### config.mk
export PLATFORM = sky130hd
export DESIGN_NAME = spm_ctrl_flat
export DESIGN_NICKNAME = d
export VERILOG_FILES = /design/src/rtl/spm_ctrl_pkg.sv /design/src/rtl/spm_ctrl_if.sv /design/src/rtl/spm_ctrl.sv /design/src/flat_wrapper.sv
export SDC_FILE = /design/constraint.sdc
export NUM_CORES = 1
export LEC_CHECK = 0
export ABC_AREA = 1
export CORE_UTILIZATION = 45
export CTS_CLUSTER_DIAMETER = 120
export DETAILED_ROUTE_END_ITERATION = 10
export GPL_TIMING_DRIVEN = 1
export MAX_ROUTING_LAYER = met4
export PLACE_DENSITY = 0.76
export SYNTH_ARGS = -nofsm -noshare
export SYNTH_HDL_FRONTEND = slang
export SYNTH_SLANG_ARGS = --single-unit
### constraint.sdc
create_clock -name clk_i -period 3.7 [get_ports clk_i]
set_clock_uncertainty 0.05 [all_clocks]
set_input_delay 0.555 -clock clk_i [delete_from_list [all_inputs] [get_ports clk_i]]
set_output_delay 0.555 -clock clk_i [all_outputs]
set_load 0.01 [all_outputs]
### src/rtl/spm_ctrl_pkg.sv
// Shared types and constants for the serial-parallel multiplier controller.
package spm_ctrl_pkg;

  localparam int SPM_CTRL_WIDTH = 32;

  typedef enum logic [1:0] {
    IDLE  = 2'd0,
    CLEAR = 2'd1,
    RUN   = 2'd2,
    DONE  = 2'd3
  } spm_state_e;

  // One y bit per cycle for 2*WIDTH bits, plus the multiplier pipeline latency
  function automatic int run_cycles(input int width, input int lat);
    return 2 * width + lat;
  endfunction

endpackage

### src/rtl/spm_ctrl_if.sv
// Request/response handshake plus the serial-parallel multiplier hookup for spm_ctrl.
interface spm_ctrl_if
  import spm_ctrl_pkg::*;
#(
  parameter int WIDTH = SPM_CTRL_WIDTH
);

  logic               req_valid_i;
  logic               req_ready_o;
  logic [WIDTH-1:0]   mc_i;
  logic [WIDTH-1:0]   mp_i;
  logic               abort_i;
  logic               rsp_valid_o;
  logic               rsp_ready_i;
  logic [2*WIDTH-1:0] prod_o;
  logic               busy_o;
  logic [WIDTH-1:0]   spm_x_o;
  logic               spm_y_o;
  logic               spm_clr_o;
  logic               spm_p_i;

  // The controller is the slave of the request/response handshake
  modport slave (
    input  req_valid_i, mc_i, mp_i, abort_i, rsp_ready_i, spm_p_i,
    output req_ready_o, rsp_valid_o, prod_o, busy_o, spm_x_o, spm_y_o, spm_clr_o
  );

  modport master (
    output req_valid_i, mc_i, mp_i, abort_i, rsp_ready_i, spm_p_i,
    input  req_ready_o, rsp_valid_o, prod_o, busy_o, spm_x_o, spm_y_o, spm_clr_o
  );

endinterface

### src/rtl/spm_ctrl.sv
// Sequencer for an external serial-parallel multiplier: latches operands, streams y LSB first,
// reassembles the serial product. Define SPM_CTRL_SIGNED_EN for two's-complement operation.
module spm_ctrl
  import spm_ctrl_pkg::*;
#(
  parameter int WIDTH   = SPM_CTRL_WIDTH,
  parameter int SPM_LAT = 1
) (
  input logic       clk_i,
  input logic       rst_ni,
  spm_ctrl_if.slave bus
);

  localparam int RUN_CYCLES = run_cycles(WIDTH, SPM_LAT);
  localparam int CNT_W      = $clog2(RUN_CYCLES + 1);
  localparam int IDX_W      = (WIDTH > 1) ? $clog2(WIDTH) : 1;

  localparam logic [CNT_W-1:0] CNT_LAST  = CNT_W'(RUN_CYCLES - 1);
  localparam logic [CNT_W-1:0] CNT_WIDTH = CNT_W'(WIDTH);
  localparam logic [CNT_W-1:0] CNT_LAT   = CNT_W'(SPM_LAT);

  spm_state_e         state_q;
  spm_state_e         state_d;
  logic [CNT_W-1:0]   cnt_q;
  logic [WIDTH-1:0]   mc_q;
  logic [WIDTH-1:0]   mp_q;
  logic [2*WIDTH-1:0] prod_q;
  logic               accept;
  logic               run_last;
  logic               ext_bit;
  logic               y_bit;
  logic [IDX_W-1:0]   y_idx;

  assign accept   = bus.req_valid_i && (state_q == IDLE);
  assign run_last = (cnt_q == CNT_LAST);
  assign y_idx    = cnt_q[IDX_W-1:0];

  // Bits of y past WIDTH extend the operand to 2*WIDTH bits
`ifdef SPM_CTRL_SIGNED_EN
  assign ext_bit = mp_q[WIDTH-1];
`else
  assign ext_bit = 1'b0;
`endif

  assign y_bit = (cnt_q < CNT_WIDTH) ? mp_q[y_idx] : ext_bit;

  always_ff @(posedge clk_i or negedge rst_ni) begin
    if (!rst_ni) begin
      state_q <= IDLE;
    end else begin
      state_q <= state_d;
    end
  end

  always_comb begin
    state_d = state_q;
    case (state_q)
      IDLE: begin
        if (bus.req_valid_i) begin
          state_d = CLEAR;
        end
      end
      CLEAR: begin
        state_d = bus.abort_i ? IDLE : RUN;
      end
      RUN: begin
        if (bus.abort_i) begin
          state_d = IDLE;
        end else if (run_last) begin
          state_d = DONE;
        end
      end
      DONE: begin
        if (bus.rsp_ready_i) begin
          state_d = IDLE;
        end
      end
      default: begin
        state_d = IDLE;
      end
    endcase
  end

  always_comb begin
    bus.req_ready_o = 1'b0;
    bus.busy_o      = 1'b0;
    bus.spm_clr_o   = 1'b0;
    bus.spm_y_o     = 1'b0;
    bus.rsp_valid_o = 1'b0;
    case (state_q)
      IDLE: begin
        bus.req_ready_o = 1'b1;
      end
      CLEAR: begin
        bus.busy_o    = 1'b1;
        bus.spm_clr_o = 1'b1;
      end
      RUN: begin
        bus.busy_o  = 1'b1;
        bus.spm_y_o = y_bit;
      end
      DONE: begin
        bus.rsp_valid_o = 1'b1;
      end
      default: begin
        bus.req_ready_o = 1'b0;
      end
    endcase
  end

  // Counter sits at zero outside RUN, so every operation starts its count fresh
  always_ff @(posedge clk_i or negedge rst_ni) begin
    if (!rst_ni) begin
      cnt_q <= '0;
    end else if ((state_q == RUN) && (state_d == RUN)) begin
      cnt_q <= cnt_q + 1'b1;
    end else begin
      cnt_q <= '0;
    end
  end

  always_ff @(posedge clk_i or negedge rst_ni) begin
    if (!rst_ni) begin
      mc_q <= '0;
      mp_q <= '0;
    end else if (accept) begin
      mc_q <= bus.mc_i;
      mp_q <= bus.mp_i;
    end
  end

  // Product bits arrive LSB first once the multiplier pipeline has filled
  always_ff @(posedge clk_i or negedge rst_ni) begin
    if (!rst_ni) begin
      prod_q <= '0;
    end else if ((state_q == RUN) && (cnt_q >= CNT_LAT)) begin
      prod_q <= {bus.spm_p_i, prod_q[2*WIDTH-1:1]};
    end
  end

  assign bus.prod_o  = prod_q;
  assign bus.spm_x_o = mc_q;

endmodule

### src/flat_wrapper.sv
// flat-port wrapper written by rule: the top's interface ports become plain ports
module spm_ctrl_flat import spm_ctrl_pkg::*;
#(
  parameter int WIDTH   = SPM_CTRL_WIDTH,
  parameter int SPM_LAT = 1
)
  (clk_i, rst_ni, bus_req_valid_i, bus_mc_i, bus_mp_i, bus_abort_i, bus_rsp_ready_i, bus_spm_p_i, bus_req_ready_o, bus_rsp_valid_o, bus_prod_o, bus_busy_o, bus_spm_x_o, bus_spm_y_o, bus_spm_clr_o);
  spm_ctrl_if #(.WIDTH(WIDTH)) bus_i ();
  input logic clk_i;
  input logic rst_ni;
  input wire logic [$bits(bus_i.req_valid_i)-1:0] bus_req_valid_i;
  input wire logic [$bits(bus_i.mc_i)-1:0] bus_mc_i;
  input wire logic [$bits(bus_i.mp_i)-1:0] bus_mp_i;
  input wire logic [$bits(bus_i.abort_i)-1:0] bus_abort_i;
  input wire logic [$bits(bus_i.rsp_ready_i)-1:0] bus_rsp_ready_i;
  input wire logic [$bits(bus_i.spm_p_i)-1:0] bus_spm_p_i;
  output wire logic [$bits(bus_i.req_ready_o)-1:0] bus_req_ready_o;
  output wire logic [$bits(bus_i.rsp_valid_o)-1:0] bus_rsp_valid_o;
  output wire logic [$bits(bus_i.prod_o)-1:0] bus_prod_o;
  output wire logic [$bits(bus_i.busy_o)-1:0] bus_busy_o;
  output wire logic [$bits(bus_i.spm_x_o)-1:0] bus_spm_x_o;
  output wire logic [$bits(bus_i.spm_y_o)-1:0] bus_spm_y_o;
  output wire logic [$bits(bus_i.spm_clr_o)-1:0] bus_spm_clr_o;
  assign bus_i.req_valid_i = bus_req_valid_i;
  assign bus_i.mc_i = bus_mc_i;
  assign bus_i.mp_i = bus_mp_i;
  assign bus_i.abort_i = bus_abort_i;
  assign bus_i.rsp_ready_i = bus_rsp_ready_i;
  assign bus_i.spm_p_i = bus_spm_p_i;
  assign bus_req_ready_o = bus_i.req_ready_o;
  assign bus_rsp_valid_o = bus_i.rsp_valid_o;
  assign bus_prod_o = bus_i.prod_o;
  assign bus_busy_o = bus_i.busy_o;
  assign bus_spm_x_o = bus_i.spm_x_o;
  assign bus_spm_y_o = bus_i.spm_y_o;
  assign bus_spm_clr_o = bus_i.spm_clr_o;
  spm_ctrl #(.WIDTH(WIDTH), .SPM_LAT(SPM_LAT)) u_core (.clk_i(clk_i), .rst_ni(rst_ni), .bus(bus_i));
endmodule
==> metrics.md, run 1 <==
| Metric | Value |
|---|---|
| Status | `finished, final reports clean` |
| Synth top area cells | `dfrtp_1 (58%), nand2_1 (11%), mux2_2 (9.3%)` |
| FFs w/ async S/R, synth | `100.0%` |
| Placed insts | `906` |
| Post-layout util | `65.15%` |
| Post-CTS setup buffers | `0` |
| Post-synthesis sequential area ratio | `57.58%` |
| Layout cell share with drive strength beyond 1 | `13.32%` |
| Synth Flop Type | `dfrtp_1` |
| Startpoint class of the critical path | `flop` |
| Clock sinks | `137` |
| Worst Path Buf+Inv | `2` |
| Final period util | `86.65%` |
| Nets | `830` |
| Rows | `41` |
| CTS tree | `yes` |
| First-pass GRT wire length | `21.81 mm` |
| Worst slew margin | `30.31%` |
| RSZ-0062 raised after global routing | `false` |
| Syn Area/Cell | `10.04 sq um` |
| Largest net degree at the start of global routing | `118` |
| Io pins | `171` |
| Port-buffer cells | `170` |
| Fin cells | `938` |
| HPWL Detailed | `9.112 mm` |
| CP top delay family | `buffers and inverters` |
| Ant diodes | `0` |
| Total number of vias | `4,747` |
| Remaining global-route overflow | `0` |
| Longest Clk Path Bufs | `2` |
| Number of global-route vias before repair | `4,653` |
| Synth unique cells | `27` |
| Worst stage delay on the critical path | `0.61 ns` |
| Syn Inst Count | `593` |
| Yosys top cell by area | `dfrtp_1` |
| Area Overhead vs Synth | `39.76%` |
| Post-synth EDFFs | `0` |
| Hold crit path type | `in -> async` |
| Chip width | `117.0 um` |
| Worst-path clk slew | `0.05 ns` |
| Synthesized Nets | `670` |
| Final WL | `13.55 mm` |
| DRT Pass-1 Iters | `4` |
| Synth top cells by count | `nand2_1 (174), dfrtp_1 (137), nand3_1 (75), mux2_2 (49), nor2_1 (38)` |
| Post-place instance area | `7665 sq um` |
| Post-route cell area | `8322 sq um` |
| Worst Path Required | `3.09 ns` |
| Most numerous cell in the Yosys netlist | `nand2_1` |
| Core ar. | `12,770 sq um` |
| Fin. max-slew vios | `0` |
| Cts bufs inserted | `17` |
| Max_cap viols | `0` |
| Initial drt markers | `300` |
| Worst-Skew Late Latency | `0.41 ns` |
| Post-cts resize count | `0` |
| Tot GR Track Use | `21.53%` |
| Setup_tns | `0 ns` |
| Share of the synthesized area in the top cell type | `57.58%` |
| Max Clock Freq | `311.9 MHz` |
| Final Hold Viols | `0` |
| Final Power | `0.005796 W` |
| Die height | `117.0 um` |
| Root buf cell | `clkbuf_16` |
| Slowest CP cell | `dfrtp_1` |
| Initial Util | `46.62%` |
| Final critical-path required period | `3.206 ns` |
| H-tree depth | `4` |
| Initial antenna violation count | `0` |
| Die area | `13,700 sq um` |
| Crit path top cell by count | `nor2_1` |
| Crit path arrival time | `2.60 ns` |
| Drt wl/cell | `14.45 um` |
| DR vias/cell | `5.061` |
| Crit end category | `output pin` |
| Final ANT Viol Nets | `0` |
| CP Class | `reg -> out` |
| Leak | `3.955 nW` |
| Cell Pwr Density | `696.5 nW/um^2` |
| Peak VDD IR | `531.9 uV` |
| Worst-path cell chain | `clkinv_1 -> nor2_1 -> nand2_1 -> nand3_1 -> nand2_1 -> nor2_1 -> nor2_1 -> nor2_1 -> clkdlybuf4s50_1` |
| Setup violators final | `0` |
| Routability cong. | `0.8554` |
| Synthesized area | `5954 sq um` |
| Worst-Margin Slew | `1.045 ns` |
| Number of synthesized register bits | `137` |
| # hold bufs at CTS | `0` |
| Maximum fanout along the worst path | `13` |
| YS warnings | `0` |
| Post-route DRC | `0` |
[stage by stage]
step	hold slack (ns)	setup slack (ns)
after floorplan	0.2094	1.757
after global placement	0.4065	1.036
after detailed placement	0.4361	0.9605
after CTS	0.2957	0.5055
after global routing	0.3339	0.2669
final	0.2424	0.4939
[area by class of cell]
| cell class | count | area, sq um |
|---|---|---|
| Fill cell | 972 | 4452 |
| Timing Repair Buffer | 176 | 1748 |
| Inverter | 27 | 101.3 |
| Clock inverter | 10 | 162.7 |
| Sequential cell | 137 | 3428 |
| Clock buffer | 22 | 494.2 |
| Multi-Input combinational cell | 394 | 2172 |
| Tap cell | 172 | 215.2 |
[cells by family after synthesis]
family	Yosys count	share of synthesized area [%]
buffers and inverters	62	6.030
AND/OR/NAND/NOR	311	22.97
AO/OA/AOI/OAI	22	1.954
flip-flops	137	57.58
XOR/XNOR	5	0.7354
multiplexers	49	9.267
adder cells (fa/ha/maj)	7	1.471
[worst paths after layout]
path / slack, ns / cells past startpoint / from / endpoint
worst max register to register: 1.25 / 7 / u_core.cnt_q[1] / u_core.bus.prod_o[0]
max in group asynchronous: 2.45 / 2 / rst_ni / u_core.bus.spm_x_o[3]
worst min register to register: 0.45 / 2 / u_core.bus.prod_o[21] / u_core.bus.prod_o[21]
worst max-delay path: 0.49 / 9 / u_core.cnt_q[1] / bus_spm_y_o
worst min-delay path: 0.24 / 1 / rst_ni / u_core.bus.prod_o[10]
min in group clk_i: 0.45 / 2 / u_core.bus.prod_o[21] / u_core.bus.prod_o[21]
[report_power, final]
group	switching, W	leakage (nW)	total (W)	internal, W
combinational	0.000951	1.89	0.00186	0.000910
clock	0.000613	0.319	0.00183	0.00122
sequential	0.000217	1.75	0.00210	0.00189
total	0.00178	3.96	0.00580	0.00401
[per-layer routing]
layer,up-vias,GRT usage [%],wire length [um]
li1,2241,-,-
met1,2321,26.03,5917
met2,166,33.61,6490
met3,19,5.973,881
met4,0,9.958,260
met5,-,-,0
[cell usage in the layout, fill, tap and decap left out]
cell type and count:
dfrtp_1 137, nor2_1 38, a21oi_1 16, nand4_1 2, nor2_2 1, nand2_1 173
a21boi_0 1, clkinvlp_4 2, bufinv_16 4, ha_2 1, inv_1 26, xor2_1 4
nand3_2 9, clkbuf_16 17, clkinv_4 1, nand2_2 1, nor3_1 8, nor3b_1 1
o2bb2ai_1 1, xnor2_1 1, inv_6 1, buf_6 1, o21ai_0 4, nand2_4 1
nor4_4 1, clkinv_2 2, clkdlybuf4s50_1 169, mux2_2 49, clkbuf_8 5, nand3_1 75
buf_4 6, nand3b_1 1, clkinv_1 1, ha_1 6
[sequential cells by signal, summed over array words and instances (netlist names)]
name and cells:
u_core.cnt_q 7, u_core.mp_q 32, u_core.bus.spm_x_o 32, u_core.state_q 2
u_core.bus.prod_o 64
Power figures use the tool's default switching activity.
==> run 2, diff against run 1 <==
--- a/config.mk
+++ b/config.mk
@@ -9,6 +9,7 @@
 export CORE_UTILIZATION = 45
 export CTS_CLUSTER_DIAMETER = 120
 export DETAILED_ROUTE_END_ITERATION = 10
+export GPL_ROUTABILITY_DRIVEN = 0
 export GPL_TIMING_DRIVEN = 1
 export MAX_ROUTING_LAYER = met4
 export PLACE_DENSITY = 0.76
==> results of run 2 <==
Same layout as run 1: the final DEF is identical, and so are final timing and power.
